File: src/rtl/multicycle_control_unit.sv
// Moore-FSM control unit for the multi-cycle RV32I datapath (BEQ/BNE, illegal-opcode flag, instret).
// Define CTRL_JALR_EN to add the two-state JALR sequence; otherwise opcode 1100111 is illegal.
module multicycle_control_unit #(
    parameter int ALU_CTRL_W = 3,
    parameter int INSTRET_W  = 32
) (
    input  logic                  clk,
    input  logic                  rst,
    input  logic                  Zero,
    input  logic [6:0]            op,
    input  logic [2:0]            funct3,
    input  logic                  funct7,
    output logic                  PCWrite,
    output logic                  AdrSrc,
    output logic                  MemWrite,
    output logic                  IRWrite,
    output logic                  RegWrite,
    output logic [1:0]            ResultSrc,
    output logic [1:0]            ALUSrcA,
    output logic [1:0]            ALUSrcB,
    output logic [1:0]            ImmSrc,
    output logic [ALU_CTRL_W-1:0] ALUControl,
    output logic                  illegal_instr,
    output logic [INSTRET_W-1:0]  instret
);

    typedef enum logic [3:0] {
        S_FETCH    = 4'd0,
        S_DECODE   = 4'd1,
        S_MEMADR   = 4'd2,
        S_MEMREAD  = 4'd3,
        S_MEMWB    = 4'd4,
        S_MEMWRITE = 4'd5,
        S_EXECR    = 4'd6,
        S_EXECI    = 4'd7,
        S_ALUWB    = 4'd8,
        S_JAL      = 4'd9,
        S_BRANCH   = 4'd10,
        S_JALR1    = 4'd11,
        S_JALR2    = 4'd12
    } state_t;

    state_t                 r_state;
    state_t                 w_state;
    state_t                 w_next;
    logic [INSTRET_W-1:0]   r_instret;
    logic                   w_retire;
    logic                   w_pcUpdate;
    logic                   w_branch;
    logic                   w_taken;
    logic                   w_adrSrc;
    logic                   w_memWrite;
    logic                   w_irWrite;
    logic                   w_regWrite;
    logic                   w_illegal;
    logic [1:0]             w_resultSrc;
    logic [1:0]             w_aluSrcA;
    logic [1:0]             w_aluSrcB;
    logic [1:0]             w_aluOp;
    logic [2:0]             w_aluCode;

    // While reset is held the outputs show FETCH decoding with every enable suppressed.
    assign w_state  = rst ? S_FETCH : r_state;
    assign w_retire = (r_state == S_MEMWB) || (r_state == S_MEMWRITE) ||
                      (r_state == S_ALUWB) || (r_state == S_BRANCH);

    always_ff @(posedge clk) begin
        if (rst) begin
            r_state   <= S_FETCH;
            r_instret <= '0;
        end else begin
            r_state <= w_next;
            if (w_retire) r_instret <= r_instret + INSTRET_W'(1);
        end
    end

    always_comb begin
        w_next      = S_FETCH;
        w_pcUpdate  = 1'b0;
        w_branch    = 1'b0;
        w_adrSrc    = 1'b0;
        w_memWrite  = 1'b0;
        w_irWrite   = 1'b0;
        w_regWrite  = 1'b0;
        w_illegal   = 1'b0;
        w_resultSrc = 2'b00;
        w_aluSrcA   = 2'b00;
        w_aluSrcB   = 2'b00;
        w_aluOp     = 2'b00;
        case (w_state)
            S_FETCH: begin
                w_irWrite   = 1'b1;
                w_aluSrcB   = 2'b10;
                w_resultSrc = 2'b10;
                w_pcUpdate  = 1'b1;
                w_next      = S_DECODE;
            end
            S_DECODE: begin
                w_aluSrcA = 2'b01;
                w_aluSrcB = 2'b01;
                case (op)
                    7'b0000011, 7'b0100011: w_next = S_MEMADR;
                    7'b0110011:             w_next = S_EXECR;
                    7'b0010011:             w_next = S_EXECI;
                    7'b1101111:             w_next = S_JAL;
                    7'b1100011:             w_next = S_BRANCH;
`ifdef CTRL_JALR_EN
                    7'b1100111:             w_next = S_JALR1;
`endif
                    default:                w_illegal = 1'b1;
                endcase
            end
            S_MEMADR: begin
                w_aluSrcA = 2'b10;
                w_aluSrcB = 2'b01;
                w_next    = op[5] ? S_MEMWRITE : S_MEMREAD;
            end
            S_MEMREAD: begin
                w_adrSrc = 1'b1;
                w_next   = S_MEMWB;
            end
            S_MEMWB: begin
                w_resultSrc = 2'b01;
                w_regWrite  = 1'b1;
            end
            S_MEMWRITE: begin
                w_adrSrc   = 1'b1;
                w_memWrite = 1'b1;
            end
            S_EXECR: begin
                w_aluSrcA = 2'b10;
                w_aluOp   = 2'b10;
                w_next    = S_ALUWB;
            end
            S_EXECI: begin
                w_aluSrcA = 2'b10;
                w_aluSrcB = 2'b01;
                w_aluOp   = 2'b10;
                w_next    = S_ALUWB;
            end
            S_ALUWB: w_regWrite = 1'b1;
            S_JAL: begin
                w_aluSrcA  = 2'b01;
                w_aluSrcB  = 2'b10;
                w_pcUpdate = 1'b1;
                w_next     = S_ALUWB;
            end
            S_BRANCH: begin
                w_aluSrcA = 2'b10;
                w_aluOp   = 2'b01;
                w_branch  = 1'b1;
            end
            S_JALR1: begin
                w_aluSrcA = 2'b10;
                w_aluSrcB = 2'b01;
                w_next    = S_JALR2;
            end
            S_JALR2: begin
                w_aluSrcA  = 2'b01;
                w_aluSrcB  = 2'b10;
                w_pcUpdate = 1'b1;
                w_next     = S_ALUWB;
            end
            default: w_next = S_FETCH;
        endcase
    end

    always_comb begin
        case (funct3)
            3'b000:  w_taken = Zero;
            3'b001:  w_taken = ~Zero;
            default: w_taken = 1'b0;
        endcase
    end

    always_comb begin
        w_aluCode = 3'b000;
        case (w_aluOp)
            2'b01: w_aluCode = 3'b001;
            2'b10: begin
                case (funct3)
                    3'b000:  w_aluCode = (op[5] & funct7) ? 3'b001 : 3'b000;
                    3'b010:  w_aluCode = 3'b101;
                    3'b110:  w_aluCode = 3'b011;
                    3'b111:  w_aluCode = 3'b010;
                    default: w_aluCode = 3'b000;
                endcase
            end
            default: w_aluCode = 3'b000;
        endcase
    end

    always_comb begin
        case (op)
            7'b0100011: ImmSrc = 2'b01;
            7'b1100011: ImmSrc = 2'b10;
            7'b1101111: ImmSrc = 2'b11;
            default:    ImmSrc = 2'b00;
        endcase
    end

    assign PCWrite       = (w_pcUpdate | (w_branch & w_taken)) & ~rst;
    assign AdrSrc        = w_adrSrc;
    assign MemWrite      = w_memWrite & ~rst;
    assign IRWrite       = w_irWrite & ~rst;
    assign RegWrite      = w_regWrite & ~rst;
    assign illegal_instr = w_illegal & ~rst;
    assign ResultSrc     = w_resultSrc;
    assign ALUSrcA       = w_aluSrcA;
    assign ALUSrcB       = w_aluSrcB;
    assign ALUControl    = ALU_CTRL_W'(w_aluCode);
    assign instret       = r_instret;

endmodule

File: config.mk
export PLATFORM = sky130hd
export DESIGN_NAME = multicycle_control_unit
export DESIGN_NICKNAME = d
export VERILOG_FILES = /design/src/rtl/multicycle_control_unit.sv
export SDC_FILE = /design/constraint.sdc
export NUM_CORES = 1
export LEC_CHECK = 0
export ABC_AREA = 1
export CORE_AREA = 2 2 84 78
export CTS_CLUSTER_DIAMETER = 80
export DETAILED_ROUTE_END_ITERATION = 8
export DIE_AREA = 0 0 86 80
export GPL_TIMING_DRIVEN = 0
export PLACE_DENSITY = 0.66
export SYNTH_ARGS = -nofsm -noshare
export SYNTH_HDL_FRONTEND = slang
export SYNTH_SLANG_ARGS = --single-unit
export TNS_END_PERCENT = 1
File: constraint.sdc
create_clock -name clk -period 3.1 [get_ports clk]
set_input_delay 0.62 -clock clk [delete_from_list [all_inputs] [get_ports clk]]
set_output_delay 0.62 -clock clk [all_outputs]
set_load 0.05 [all_outputs]
### Word-level counts from Yosys, hierarchy flattened

Cells that the tools add are included.
W data, S select, Z words.

| word-level totals | value |
|---|---|
| memory bits (read-only) | 0 |
| memory bits (writable) | 0 |
| memories kept | 0 |
| bits in latches | 0 |
| word-level logic and storage cells | 77 |
| bits of input ports | 14 |
| bits in registers | 36 |

| operators by class | value |
|---|---|
| bitwise logic cells | 10 |
| divide/modulo/power cells | 0 |
| multiply operators | 0 |
| equality and inequality tests | 28 |
| shift operators | 0 |
| order comparisons | 0 |
| add/subtract/negate cells | 1 |
| muxes and demuxes | 21 |
| reduce and logical (&&, ||, !) cells | 15 |

Operator list:

| kind | number |
|---|---|
| $add A32 B1 Y32 const B | 1 |
| $eq A4 B4 Y1 const B | 7 |
| $eq A4 B3 Y1 const B | 6 |
| $pmux W4 S6 | 1 |
| $pmux W4 S5 | 1 |
| $pmux W2 S2 | 4 |
| $eq A7 B6 Y1 const B | 2 |
| $eq A7 B7 Y1 const B | 2 |
| $pmux W3 S4 | 1 |
| $mux W1 | 9 |
| $eq A4 B2 Y1 const B | 2 |
| $reduce_or A2 Y1 | 4 |
| $reduce_or A4 Y1 | 2 |
| $and A1 B1 Y1 | 7 |
| $eq A7 B2 Y1 const B | 1 |
| $eq A7 B5 Y1 const B | 1 |
| $eq A3 B3 Y1 const B | 2 |
| $pmux W2 S3 | 1 |
| $pmux W3 S2 | 1 |
| $reduce_or A3 Y1 | 2 |
| $reduce_or A6 Y1 | 1 |
| $reduce_or A5 Y1 | 1 |
| $eq A4 B1 Y1 const B | 1 |
| $logic_not A4 Y1 | 1 |
| other kinds (11) | 14 |

### Logic depth before layout (Yosys ltp)

| logic depth | value |
|---|---|
| depth after elaboration | 6 |
| mapped depth | 10 |

### Worst setup path after synthesis

Ideal clock, no wire load.

| timing | value |
|---|---|
| path kind | input-to-output |
| from | input port rst |
| to | output port ALUControl[2] |
| required time | 2480 ps |
| buffers on the path | 1 |
| arrival time | 3166 ps |
| stages | 9 |
| setup slack | -686 ps |
| cell sequence | buf_4 -> nor2_1 -> inv_1 -> nor2_1 -> inv_1 -> nor2_2 -> inv_1 -> ha_1 -> nor4_1 |

| on the way | value |
|---|---|
| longest elaborated chain between the ends | 6 |
| elaborated cells on any way between the ends | 9 |
| classes of those cells | eq/ne: 5; mux: 3; reduce/logical: 1 |

Ends and longest elaborated chain:

| item | line | text |
|---|---|---|
| from (decl) | 8 | `input logic rst,` |
| $mux W4 (*) | 63 | `assign w_state = rst ? S_FETCH : r_state;` |
| $eq A4 B3 Y1 | 90 | `case (w_state)` |
| $reduce_or A2 Y1 (no source line) | n/a |  |
| $pmux W2 S2 (*) | 90 |  |
| $eq A2 B2 Y1 or $eq A2 B1 Y1 (tied branches) | 178 | `case (w_aluOp)` |
| $pmux W3 S2 (*) | 178 |  |
| to (decl) | 22 | `output logic [ALU_CTRL_W-1:0] ALUControl,` |

Every way passes the cells marked *; elsewhere a longest branch is shown, timed or not.

### Worst setup path after layout

| timing | value |
|---|---|
| from | input port rst |
| to | output port ALUSrcA[0] |

| on the way | value |
|---|---|
| longest elaborated chain between the ends | 4 |
| elaborated cells on any way between the ends | 12 |
| classes of those cells | eq/ne: 8; mux: 2; reduce/logical: 2 |

Ends and longest elaborated chain:

| item | line | text |
|---|---|---|
| $mux W4 (*) | 63 |  |
| $eq A4 B4 Y1 (tied with other cells) | 90 |  |
| $reduce_or A5 Y1 (no source line) or $reduce_or A3 Y1 (tied branches) | n/a |  |
| $pmux W2 S2 (*) | 90 |  |
| to (decl) | 19 | `output logic [1:0] ALUSrcA,` |

Marks and branches as above.

==> results.txt <==
----------------------------------------------------
[Floorplanning]
  Cell row count ... 27
  Area of the core region ... 0.00598 mm²
  DIE WIDTH ... approximately 86 µm
  Initial Util ... 38.6%
  Vertical die dimension ... about 80 µm
  Top Ports ... between 60 and 70
  Die footprint ... between 0.006 and 0.007 mm²

[Worst setup path]
  Type of origin of the critical path ... input pin
  CP delay by family, top ... buffers and inverters
  Setup CP Type ... input pin to primary output
  Critical path endpoint category ... primary output
  Maximum fanout count along the critical path ... 9
  Combined buffer and inverter count along the critical path ... 4
  CP peak stage delay ... roughly 0.84 ns
  Data required time at the worst endpoint ... around 2.5 ns
  Reg2Reg Setup Slack ... between 1 and 1.5 ns
  Slowest library cell on the worst path ... clkdlybuf4s50_1
  Arrival time of the worst setup path ... 2.32 ns
  Worst path cell trace ... buf_4 > inv_2 > nand2_1 > inv_1 > nor2_1 > nand3_1 > o21ai_0 > clkdlybuf4s50_1

[Clock network]
  Cts-stage hold buffer count ... 0
  Number of levels in the clock H-tree ... 2
  Sink count of the clock tree ... 36
  Clock latency of the later-clocked register in the worst-skew pair ... 0.29 ns
  Clock buffers created by TritonCTS ... 5
  Reg clk slew, reported paths ... roughly 0.070 ns
  Clk Tree Root Cell ... clkbuf_8
  Buffers from clock root to sink, at most ... 2
  Clock tree from TritonCTS ... yes
  Count of buffers added by post-CTS timing repair for setup ... 0

[Yosys]
  Unique cell type count in the Yosys netlist ... 36
  Top-count cell post-synth ... nand2_1
  Count of state elements after synthesis ... 36
  Largest family of logic cells by synthesized area ... simple AND/OR/NAND/NOR gates
  Cell types with the highest counts after synthesis ... nand2_1 (99), nor2_1 (77), inv_1 (45), dfxtp_1 (36), nand3_1 (22)
  Number of nets in the synthesized netlist ... roughly 390
  Post-synthesis compound-gate area fraction ... 11.3%
  Largest area contributor in the synthesized netlist ... dfxtp_1
  Share of Yosys cell area claimed by the top area cell type ... between 30 and 40%
  Post-synth EDFFs ... 0
  Post-Syn Area ... approximately 0.0023 mm²
  Multiplexer share of the synthesized area ... 0%
  Post-Synth XOR/XNOR Area ... 1.14%
  Warning count from the yosys run ... 0
  Dominant register cell in the synthesized netlist ... dfxtp_1
  Post-synthesis share of cell area spent on full adders, half adders and majority gates ... 1.63%
  Gate count of the mapped netlist ... 377
  Ys async rst share ... 0%
  Share of synthesized area occupied by flip-flops and latches ... a little under a third
  Post-synthesis share of cell area spent on and, or, nand and nor gates ... a little under half
  Syn avg cell area ... 6.12 µm²
  Largest cells by area after synthesis ... dfxtp_1 (31%), nand2_1 (16%), nor2_1 (13%), inv_1 (7.3%), nand3_1 (4.8%)

[Detailed routing]
  Number of vias per cell after detailed routing ... ~4.9
  Routed via count ... ~2500
  Wire length per cell ... about 12 µm
  Post-route DRC violation count ... 0
  Number of nets with antenna violations after detailed routing ... 0
  Detailed-route wire length ... 6140 µm
  Number of search-and-repair iterations in the first detailed-routing pass ... 4
  Number of violations reported at the end of detailed-routing iteration 0 ... 83

[Timing]
  Clock period minus worst slack ... slightly below 3 ns
  FMAX ... approximately 340 MHz
  Worst clock skew ... 0.00900 ns
  Transition time at the pin with the least slew margin ... 0.613 ns
  Worst rel slew slack ... 59.1%
  Number of hold-slack violations in the final timing report ... 0
  Fraction of the cycle the final worst path needs ... ~95%
  Max Slew Vio Count ... 0
  Final setup violation count ... 0
  Setup repair after global routing missed its margin ... false

[Pwr]
  PnR Total Power ... about 0.00091 W
  Share of total power consumed by net switching ... 25.1%
  Pleak ... 1.21 nW
  Worst-case vdd ir drop ... approximately 160 µV
  Clock share of power ... 38.3%
  Internal Pwr Total ... 0.000680 W
  Reported net switching power ... approximately 0.00023 W
  Total power divided by cell area ... around 300 mW/mm²
  Logic pwr share ... about a tenth
  Proportion of power drawn by flip-flops and latches ... about half

[Global route]
  Number of global-route vias before repair ... 2316
  Number of antenna violations at the first check in global routing ... 0
  Wire length of the first global-routing pass ... approximately 10000 µm
  Largest net degree at the start of global routing ... 11
  Remaining Overflow, GRT ... 0
  Total GRT Usage ... a little under a fifth

[Finish]
  FF+latch area ... between 700 and 800 µm²
  Footprint of the multi-input gates ... between 0.001 and 0.0015 mm²
  # diodes ... 0
  Nets ... between 400 and 500
  Final Instance Area ... roughly 0.0031 mm²
  Fraction of final layout cells with drive strength greater than 1 ... under 10%
  Filler cells ... 640
  Relative area change from synthesis to final layout ... 34.5%

[Placed design]
  Count of input and output buffers ... between 60 and 70
  DP HPWL ... 4680 µm
  Instance area at placement ... 0.00302 mm²
  Final weighted congestion of routability-driven global placement ... between 0.7 and 0.8

[Min path]
  Class of the tightest hold or removal check ... flip-flop to flip-flop

[Job]
  MaxCap Viol Count ... 0

[Status]
  Status ... completed

----------------------------------------------------
## timing repair
item                                    in CTS  in global routing
pin swaps                                    0                  0
resized for setup                           11                 14
endpoints found under the setup margin       6                  8
## final timing paths
check / from / endpoint / cells after the start
worst min-delay path: instret[8] / instret[8] / 2
worst max register to register: instret[0] / instret[22] / 10
worst max-delay path: rst / ALUSrcA[0] / 8
worst min register to register: instret[8] / instret[8] / 2
## sequential cells by signal, indices dropped and copies added, names as in the netlist
name and cells:
r_state 4, instret 32
## placed cells by master (no fill, tap or decap), types with 8 or more instances in the layout
cell	instances
nand4_1	8
inv_1	45
nor2_1	77
dfxtp_1	36
clkdlybuf4s50_1	52
nand3_1	22
nand2_1	99
a21oi_1	17
o21ai_0	15
nor2_2	9
## metal layers
layer | global-route usage [%] | wire length [µm] | part of all wire, %
met5 | 0 | 0 | 0
met4 | 6.03 | 82 | 1.3
met1 | 24.6 | 2990 | 49
met2 | 30.5 | 2790 | 45
met3 | 4.34 | 281 | 4.6
## tightest hold or removal path, cell delays in order (launching register included)
cell	delay [ns]
dfxtp_1	0.34
inv_1	0.06
a21oi_1	0.05
## metrics by stage
step / utilization (%) / worst slack, ns / std cells / TNS [ns] / hold slack, ns
floorplan: - / -0.134 / 377 / -0.134 / 0.550
detailed placement: 50.5 / -0.381 / 510 / -1.40 / 0.482
CTS: 51.9 / 0.00314 / 518 / 0 / 0.489
global route: 51.9 / 0.00380 / 518 / 0 / 0.525
finish: 51.9 / 0.157 / 518 / 0 / 0.488
global placement: 50.5 / -0.382 / 510 / -1.34 / 0.474
## cell type report
class	instances	share of cell area [%]
buffer	5	0.767
clock buffer	8	2.91
inverter	50	6.17
multi-input combinational	286	44.7
sequential	36	23.2
tap	72	2.91
timing repair buffer	61	19.3
## cell families (layout without fill, tap and decap cells)
family / count (synthesis) / in the layout
AO/OA/AOI/OAI: 45 / 45
AND/OR/NAND/NOR: 235 / 235
adder cells (fa/ha/maj): 3 / 3
XOR/XNOR: 3 / 3
buffers and inverters: 55 / 124
flip-flops: 36 / 36
## power groups by stage
stage / clock network [W] / logic (W) / registers (W)
after CTS: 0.000354 / 0.0000963 / 0.000465
after detailed placement: 0 / 0.0000965 / 0.000476
final: 0.000348 / 0.0000955 / 0.000465
after global routing: 0.000370 / 0.000105 / 0.000465
after floorplan: 0 / 0.0000551 / 0.000476
after global placement: 0 / 0.0000957 / 0.000476
No activity file was read; power rests on OpenSTA's default activity.
